## src/rtl/winograd_product_accumulator.sv

```systemverilog
// Accumulates a programmed run of signed multiplier products into a wide sum.
// Define WINOGRAD_ACC_SATURATION_EN to clamp on overflow instead of wrapping.
module winograd_product_accumulator #(
    parameter int PROD_W = 32,
    parameter int ACC_W  = 40,
    parameter int CNT_W  = 8
) (
    input  logic              clk,
    input  logic              rst,
    input  logic              start,
    input  logic [CNT_W-1:0]  len,
    input  logic              in_valid,
    output logic              in_ready,
    input  logic [PROD_W-1:0] in_prod,
    output logic              out_valid,
    input  logic              out_ready,
    output logic [ACC_W-1:0]  out_sum,
    output logic [CNT_W-1:0]  out_count,
    output logic              out_ovf,
    output logic              busy
);

    typedef enum logic [1:0] {
        IDLE = 2'd0,
        ACC  = 2'd1,
        DONE = 2'd2
    } state_t;

    state_t           state;
    logic [ACC_W-1:0] acc;
    logic [CNT_W-1:0] count;
    logic [CNT_W-1:0] remaining;
    logic             ovf;

    logic [ACC_W-1:0] ext;
    logic [ACC_W-1:0] raw_sum;
    logic [ACC_W-1:0] acc_next;
    logic             add_ovf;

    localparam logic [ACC_W-1:0] SAT_MAX = {1'b0, {(ACC_W-1){1'b1}}};
    localparam logic [ACC_W-1:0] SAT_MIN = {1'b1, {(ACC_W-1){1'b0}}};

    always_comb begin
        ext      = ACC_W'($signed(in_prod));
        raw_sum  = acc + ext;
        add_ovf  = (acc[ACC_W-1] == ext[ACC_W-1]) &&
                   (raw_sum[ACC_W-1] != acc[ACC_W-1]);
        acc_next = raw_sum;
`ifdef WINOGRAD_ACC_SATURATION_EN
        // Clamp toward the side both operands were on.
        if (add_ovf) begin
            acc_next = ext[ACC_W-1] ? SAT_MIN : SAT_MAX;
        end
`endif
    end

    always_ff @(posedge clk or posedge rst) begin
        if (rst) begin
            state     <= IDLE;
            acc       <= '0;
            count     <= '0;
            remaining <= '0;
            ovf       <= 1'b0;
            in_ready  <= 1'b0;
            out_valid <= 1'b0;
            busy      <= 1'b0;
        end else begin
            unique case (state)
                IDLE: begin
                    if (start) begin
                        acc       <= '0;
                        count     <= '0;
                        ovf       <= 1'b0;
                        remaining <= len;
                        busy      <= 1'b1;
                        if (len == '0) begin
                            state     <= DONE;
                            out_valid <= 1'b1;
                        end else begin
                            state    <= ACC;
                            in_ready <= 1'b1;
                        end
                    end
                end
                ACC: begin
                    if (in_valid && in_ready) begin
                        acc       <= acc_next;
                        ovf       <= ovf | add_ovf;
                        count     <= count + 1'b1;
                        remaining <= remaining - 1'b1;
                        if (remaining == CNT_W'(1)) begin
                            state     <= DONE;
                            in_ready  <= 1'b0;
                            out_valid <= 1'b1;
                        end
                    end
                end
                DONE: begin
                    if (out_ready) begin
                        state     <= IDLE;
                        out_valid <= 1'b0;
                        busy      <= 1'b0;
                    end
                end
                default: begin
                    state     <= IDLE;
                    in_ready  <= 1'b0;
                    out_valid <= 1'b0;
                    busy      <= 1'b0;
                end
            endcase
        end
    end

    assign out_sum   = acc;
    assign out_count = count;
    assign out_ovf   = ovf;

endmodule
```

## config.mk

```make
export PLATFORM = sky130hd
export DESIGN_NAME = winograd_product_accumulator
export DESIGN_NICKNAME = d
export VERILOG_FILES = /design/src/rtl/winograd_product_accumulator.sv
export SDC_FILE = /design/constraint.sdc
export NUM_CORES = 1
export LEC_CHECK = 0
export ABC_CLOCK_PERIOD_IN_PS = 4500
export CAP_MARGIN = 20
export CORE_MARGIN = 3
export CORE_UTILIZATION = 45
export DETAILED_ROUTE_END_ITERATION = 8
export PLACE_DENSITY_LB_ADDON = 0.1
export SKIP_CTS_REPAIR_TIMING = 1
export SYNTH_ARGS = -nofsm -noshare
export SYNTH_HDL_FRONTEND = slang
export SYNTH_SLANG_ARGS = --single-unit
```

## constraint.sdc

```tcl
create_clock -name clk -period 4.5 [get_ports clk]
set_input_delay 0.45 -clock clk [delete_from_list [all_inputs] [get_ports clk]]
set_output_delay 0.45 -clock clk [all_outputs]
set_load 0.005 [all_outputs]
```

==> key figures, run 1 <==
Run status
  • Status: finished, final reports clean

Logic synthesis
  • Synth area leaders: dfrtp_1 (34%), ha_1 (11%), o21ai_0 (6.8%)
  • Async S/R FF share, synth: 1.00
  • Yosys top cell area share: 0.337
  • Top-count cell post-synth: nand2_1
  • EDFF count, synth: 0
  • Syn Nets: between 600 and 700
  • Cell variety after synth: 63
  • Top post-synthesis cells by count: nand2_1 (67), o21ai_0 (63), dfrtp_1 (62)
  • Syn Area/Cell: around 8.6 um^2
  • Synth Warn #: 0
  • #FFs+latches synth: just over 60
  • Synth area leader: dfrtp_1
  • Cell count after synthesis: between 500 and 600
  • Main synth FF type: dfrtp_1
  • Register area share after synthesis: 0.337
  • Post-synthesis cell area: 4610 um^2

Worst setup path
  • Worst EP arrival: ~3.5 ns
  • Reg-to-reg setup timing slack: roughly 1.4 ns
  • Reg2reg path depth: 13
  • Worst EP required: ~4.7 ns
  • CP Capture Type: register
  • CP Class: input port to register
  • Capturing point of the worst reg2reg path: out_sum[36]
  • Worst-path fanout max: 5
  • Worst R2R Start: out_sum[0]
  • Type of origin of the critical path: input port

Clocking
  • CTS max path bufs: 2
  • CTS tree: yes
  • Clk_lat worst skew: between 0.3 and 0.4 ns
  • Clock-pin slew on the worst setup and hold paths: ~0.070 ns
  • CTS root buf: clkbuf_8
  • Count of clock tree sinks: 62
  • CTS buffer count: 9
  • H-tree depth: 3

Routing
  • WL final: around 11 mm
  • Post-route ant nets: 0
  • DRC: 0
  • Drt wl/cell: between 10 and 15 um
  • Via Count: between 4000 and 5000
  • Post-DR vias/cell: 5.59
  • First DRT Iteration DRCs: 180
  • Pre-antenna DRT Iters: 4

Timing
  • Final hold vios: 0
  • Slew Limit Headroom: 0.421
  • Clk_skew: approximately 0.011 ns
  • Tmin final: roughly 3.3 ns
  • Final period utilization: 0.722
  • Pins Over Slew Limit: 0
  • Fmax: a little over 300 MHz
  • Setup TNS: 0 ns
  • Measured slew at the worst slew-check pin: approximately 0.87 ns
  • Crit path setup slack, layout: about 1.2 ns
  • RSZ-0062 raised after global routing: no
  • Final setup fails: 0

Placed design
  • Gp weighted congestion: between 0.8 and 0.9
  • Setup Slack @ Placement: 0.868 ns
  • Cell Area, Placed: around 5700 um^2
  • Dpl hpwl: 8.66 mm
  • Port Buf Inserts: 96

Power and ir drop
  • Pleak: 0.00264 uW
  • Pwr Density: around 210 nW/um^2
  • VDD IR-drop max: ~0.14 mV

Min path
  • Worst Hold Class: register to register
  • WHS Path Cells: 2
  • Hold EP: out_sum[23]
  • Worst Hold Launch: out_sum[23]

GRT
  • Tot GR Track Use: 0.212
  • Largest net degree at the start of global routing: between 40 and 50
  • GR Overflow Total: 0
  • Initial antenna violation count: 0
  • Vias in the first global route: roughly 4300
  • First-pass GRT wire length: approximately 20 mm

Die
  • Core area: roughly 9900 um^2
  • Initial Utilization: 0.467
  • Die X: between 100 and 150 um
  • Die Y: around 110 um
  • Row count: 36
  • DIE AREA: 11500 um^2
  • # IOs: 97

Layout
  • Final net count: approximately 700
  • Synth-to-layout area growth: 28.9%
  • Diodes inserted: 0
  • Final Cell Area: 5930 um^2
  • Layout cell share with drive strength beyond 1: 0.0599

Job
  • Max Cap Viol: 0
-- registers in the layout (all words and copies together) (netlist names) --
register	cells
out_sum	40
out_count	8
remaining	8
state	2
busy	1
in_ready	1
out_ovf	1
out_valid	1
-- metal layers --
| layer | GRT usage | wire length (um) | vias to the layer above |
|---|---|---|---|
| met1 | 0.280 | 5350 | 2014 |
| met2 | 0.348 | 5400 | 113 |
| li1 | - | - | 2144 |
| met5 | 0 | 0 | - |
| met4 | 0.0804 | 205 | 0 |
| met3 | 0.0373 | 538 | 15 |
-- layout make-up --
cell class,instances,area [um^2]
fill,890,3930
multi-input combinational,439,2930
sequential,62,1550
clock buffer,11,151
inverter,17,63.8
tap,133,166
clock inverter,5,81.3
timing repair buffer,100,991
-- where the power goes --
part	switching [uW]	total [uW]	internal, uW	leakage [uW]
sequential	0	557	557	0.000846
clock	235	577	342	0.000116
combinational	66.3	130	64.0	0.00168
-- metrics by stage --
step / hold WS, ns / instances / utilization / power (uW)
after global routing: 0.543 / 767 / 0.602 / 1320
after global placement: 0.485 / 751 / 0.578 / 697
after floorplan: 0.491 / 535 / - / 639
after detailed placement: 0.501 / 751 / 0.578 / 698
after CTS: 0.518 / 767 / 0.602 / 1290
final: 0.513 / 767 / 0.602 / 1260
-- logic make-up (layout without fill, tap and decap cells) --
kind of cell / after synthesis / after routing / share of synthesized area
AOI/OAI and AO/OA: 191 / 191 / 0.273
xor gates and xnor gates: 40 / 40 / 0.0761
muxes: 3 / 3 / 0.00652
DFF: 62 / 62 / 0.337
buffers and inverters: 34 / 133 / 0.0288
and+or+nand+nor: 162 / 162 / 0.161
adders and majority gates: 43 / 43 / 0.118
-- placed cells by master, fill, tap and decap left out, drive strengths merged, types with 6 or more instances in the layout --
cell,instances
nor2,35
o21ai,68
ha,42
clkbuf,11
clkdlybuf4s50,96
nand4,10
o21bai,6
a21oi,56
nand2,67
nor3,7
o21a,6
xnor2,17
dfrtp,62
a21o,11
nand3,17
xor2,23
inv,17
-- worst max path at each step --
stage               depth (start not counted)     endpoint  slack (ns)  startpoint
finish                                     14  out_sum[36]        1.25  in_prod[0]
global placement                           14  out_sum[36]        0.93  in_prod[0]
floorplan                                  13  out_sum[36]        1.62  in_prod[0]
detailed placement                         14  out_sum[36]        0.87  in_prod[0]
global route                               14  out_sum[36]        1.01  in_prod[0]
CTS                                        14  out_sum[36]        1.25  in_prod[0]
-- worst max-delay path: stages --
cell and delay, ns:
clkdlybuf4s50_1 0.47, ha_1 0.18, inv_1 0.06, fa_1 0.40, nor2b_1 0.16, o31ai_1 0.11
a31o_1 0.22, o21ba_4 0.25, o31ai_4 0.34, a31oi_4 0.16, o22ai_4 0.27, a41oi_2 0.15
xor2_1 0.16, o21ai_1 0.07
Power figures use the tool's default switching activity.
==> run 2, diff against run 1 <==
ABC_CLOCK_PERIOD_IN_PS = 2700   (was 4500)
clock period = 2.7 ns   (was 4.5 ns; I/O delays follow)
==> run 2 against run 1 <==
Against the previous run:
- the flow now finishes with violations (negative setup slack)
- combinational power rose by 110%
- count of clock-buffer cells in the layout unchanged
- worst hold slack worse by 0.21 ns
- clock skew rose by 0.00060 ns
- register-to-register slack worse by 1.5 ns
- global-route usage grew 1.9 points
- die area is the same
- critical path type unchanged
- critical endpoint unchanged
- largest cell class unchanged
- highest routed layer unchanged
==> key figures, run 2 (synthesis gave the netlist of run 1 again) <==
Layout
  • Commonest non-fill, non-tap cell in the layout: clkdlybuf4s50_1
  • Final net count: between 800 and 900
  • Fillers: around 780
  • Diodes inserted: 0
  • Register area: 1550 um^2
  • Largest register FFs: 40
  • Post-Layout Cell Count: ~860
  • Final Cell Area: roughly 6800 um^2
  • Area of the multi-input gates: roughly 3100 um^2
  • Layout cell share with drive strength beyond 1: 0.203
  • Synth-to-layout area growth: 47.5%
  • Most frequent cells in the layout: clkdlybuf4s50_1 (96), buf_4 (89), nand2_1 (67)

Placed design
  • Gp weighted congestion: roughly 0.86
  • Port Buf Inserts: 96
  • Cell Area, Placed: around 6300 um^2
  • Placed Cells: 831
  • Dpl hpwl: between 9 and 10 mm

Clocking
  • CTS max path bufs: 2
  • H-tree depth: 3
  • CTS tree: yes
  • Clock-pin slew on the worst setup and hold paths: approximately 0.08 ns
  • CTS buffer count: 9
  • Count of clock tree sinks: 62
  • CTS root buf: clkbuf_8
  • Clk_lat worst skew: 0.36 ns

Timing
  • Final hold vios: 0
  • Slew Limit Headroom: 0.649
  • Clk_skew: roughly 0.012 ns
  • RSZ-0062 raised after global routing: yes
  • Setup TNS: -0.321 ns
  • Crit path setup slack, layout: -0.103 ns
  • Tmin final: 2.80 ns
  • Pins Over Slew Limit: 0
  • Final setup fails: 6
  • WHS: roughly 0.3 ns
  • Final period utilization: 1.04
  • Fmax: roughly 360 MHz
  • Measured slew at the worst slew-check pin: 0.521 ns

Die
  • Die X: approximately 110 um
  • Die Y: 107 um
  • Core area: 9860 um^2
  • DIE AREA: about 11000 um^2
  • Row count: 36
  • Initial Utilization: 0.467
  • # IOs: between 90 and 100

Routing
  • WL final: about 13 mm
  • Drt wl/cell: roughly 15 um
  • First DRT Iteration DRCs: ~170
  • Post-route ant nets: 0
  • Via Count: ~4600
  • Pre-antenna DRT Iters: 4
  • DRC: 0
  • Post-DR vias/cell: roughly 5.4

Run status
  • Status: complete, but fails checks
  • Failing checks: negative setup slack

Worst setup path
  • CP Class: input port to register
  • Critical path, cell by cell: clkdlybuf4s50_1 -> ha_2 -> inv_2 -> fa_2 -> nor2b_2 -> o31ai_2 -> a31o_1 -> o21ba_4 -> o31ai_4 -> a31oi_4 -> o22ai_4 -> a41oi_2 -> xor2_1 -> o21ai_1
  • CP Capture Type: register
  • Type of origin of the critical path: input port
  • Reg-to-reg setup timing slack: -0.10 ns
  • Worst EP required: between 2 and 3 ns
  • Worst R2R Start: out_sum[0]
  • Worst-path fanout max: 5
  • Worst EP arrival: 3.10 ns
  • Slowest cell on the critical path: clkdlybuf4s50_1
  • Reg2reg path depth: 13
  • Max stage delay on crit path: roughly 0.47 ns
  • Capturing point of the worst reg2reg path: out_sum[36]

Power and ir drop
  • Logic pwr share: 0.127
  • Sw Ratio: 0.245
  • Seq pwr share: 0.426
  • Clock power share: 0.447
  • Pwr Density: around 320 nW/um^2
  • VDD IR-drop max: about 0.28 mV
  • NetSw: roughly 530 uW
  • Pleak: about 0.0031 uW
  • Power Internal: about 1600 uW
  • Total power: around 2200 uW

GRT
  • First-pass GRT wire length: 21.6 mm
  • Tot GR Track Use: 0.231
  • GR Overflow Total: 0
  • Initial antenna violation count: 0
  • Largest net degree at the start of global routing: 63
  • Vias in the first global route: roughly 4600

Job
  • Max Cap Viol: 0

Min path
  • Worst Hold Class: input port to asynchronous set/reset pin
==> run 2: changes by cell type in the layout (fill, tap and decap cells not counted), moves of 2 or more <==
cell	before	now
buf_6	0	3
o21ai_0	63	57
ha_1	42	37
o31ai_1	3	1
a21oi_2	1	4
ha_4	0	4
buf_4	4	89
o21ai_1	4	9
a21oi_1	55	51
==> run 2: stage by stage <==
| stage | setup WS, ns | util |
|---|---|---|
| detailed placement | -0.461 | 0.640 |
| finish | -0.103 | 0.688 |
| global route | -0.269 | 0.688 |
| CTS | -0.149 | 0.664 |
| floorplan | 0.0198 | - |
| global placement | -0.409 | 0.640 |
==> run 2: worst max path at each step <==
stage / start / end / depth (start not counted)
floorplan: out_sum[13] / out_sum[38] / 11
global placement: in_prod[0] / out_sum[36] / 14
detailed placement: in_prod[0] / out_sum[36] / 14
CTS: out_sum[13] / out_sum[38] / 11
global route: out_sum[0] / out_sum[36] / 13
finish: in_prod[0] / out_sum[36] / 14
==> run 2: metal layers <==
metal	up-vias	global-route usage	wire length [um]
met3	22	0.0470	622
li1	2310	-	-
met2	121	0.378	6300
met5	-	0	0
met4	0	0.0685	246
met1	2189	0.310	6050
==> run 2: area by class of cell <==
type,count,share of cell area
Clock inverter,5,0.0120
Tap cell,133,0.0245
Timing Repair Buffer,189,0.248
Inverter,17,0.00940
Sequential cell,62,0.228
Clock buffer,11,0.0223
Multi-Input combinational cell,439,0.456
==> run 2: worst max-delay path, delay by kind of cell <==
kind / cells / cell delay, ns
buffers and inverters: 2 / 0.51
AND/OR/NAND/NOR: 1 / 0.16
XOR/XNOR: 1 / 0.16
AO/OA/AOI/OAI: 8 / 1.46
adder cells (fa/ha/maj): 2 / 0.54
==> run 2: power by group through the flow <==
| stage | Combinational (uW) | Sequential, uW | Clock [uW] |
|---|---|---|---|
| 2_1_floorplan | 119 | 946 | 0 |
| 3_3_place_gp | 258 | 946 | 0 |
| 3_5_place_dp | 261 | 946 | 0 |
| 4_1_cts | 263 | 928 | 983 |
| 5_1_grt | 302 | 928 | 1030 |
| 6_report | 276 | 928 | 973 |
==> run 3, diff against run 2 <==
SLEW_MARGIN = 10   (was unset)
==> results of run 3 <==
The final DEF is identical to that of run 2; final timing and power are the same.
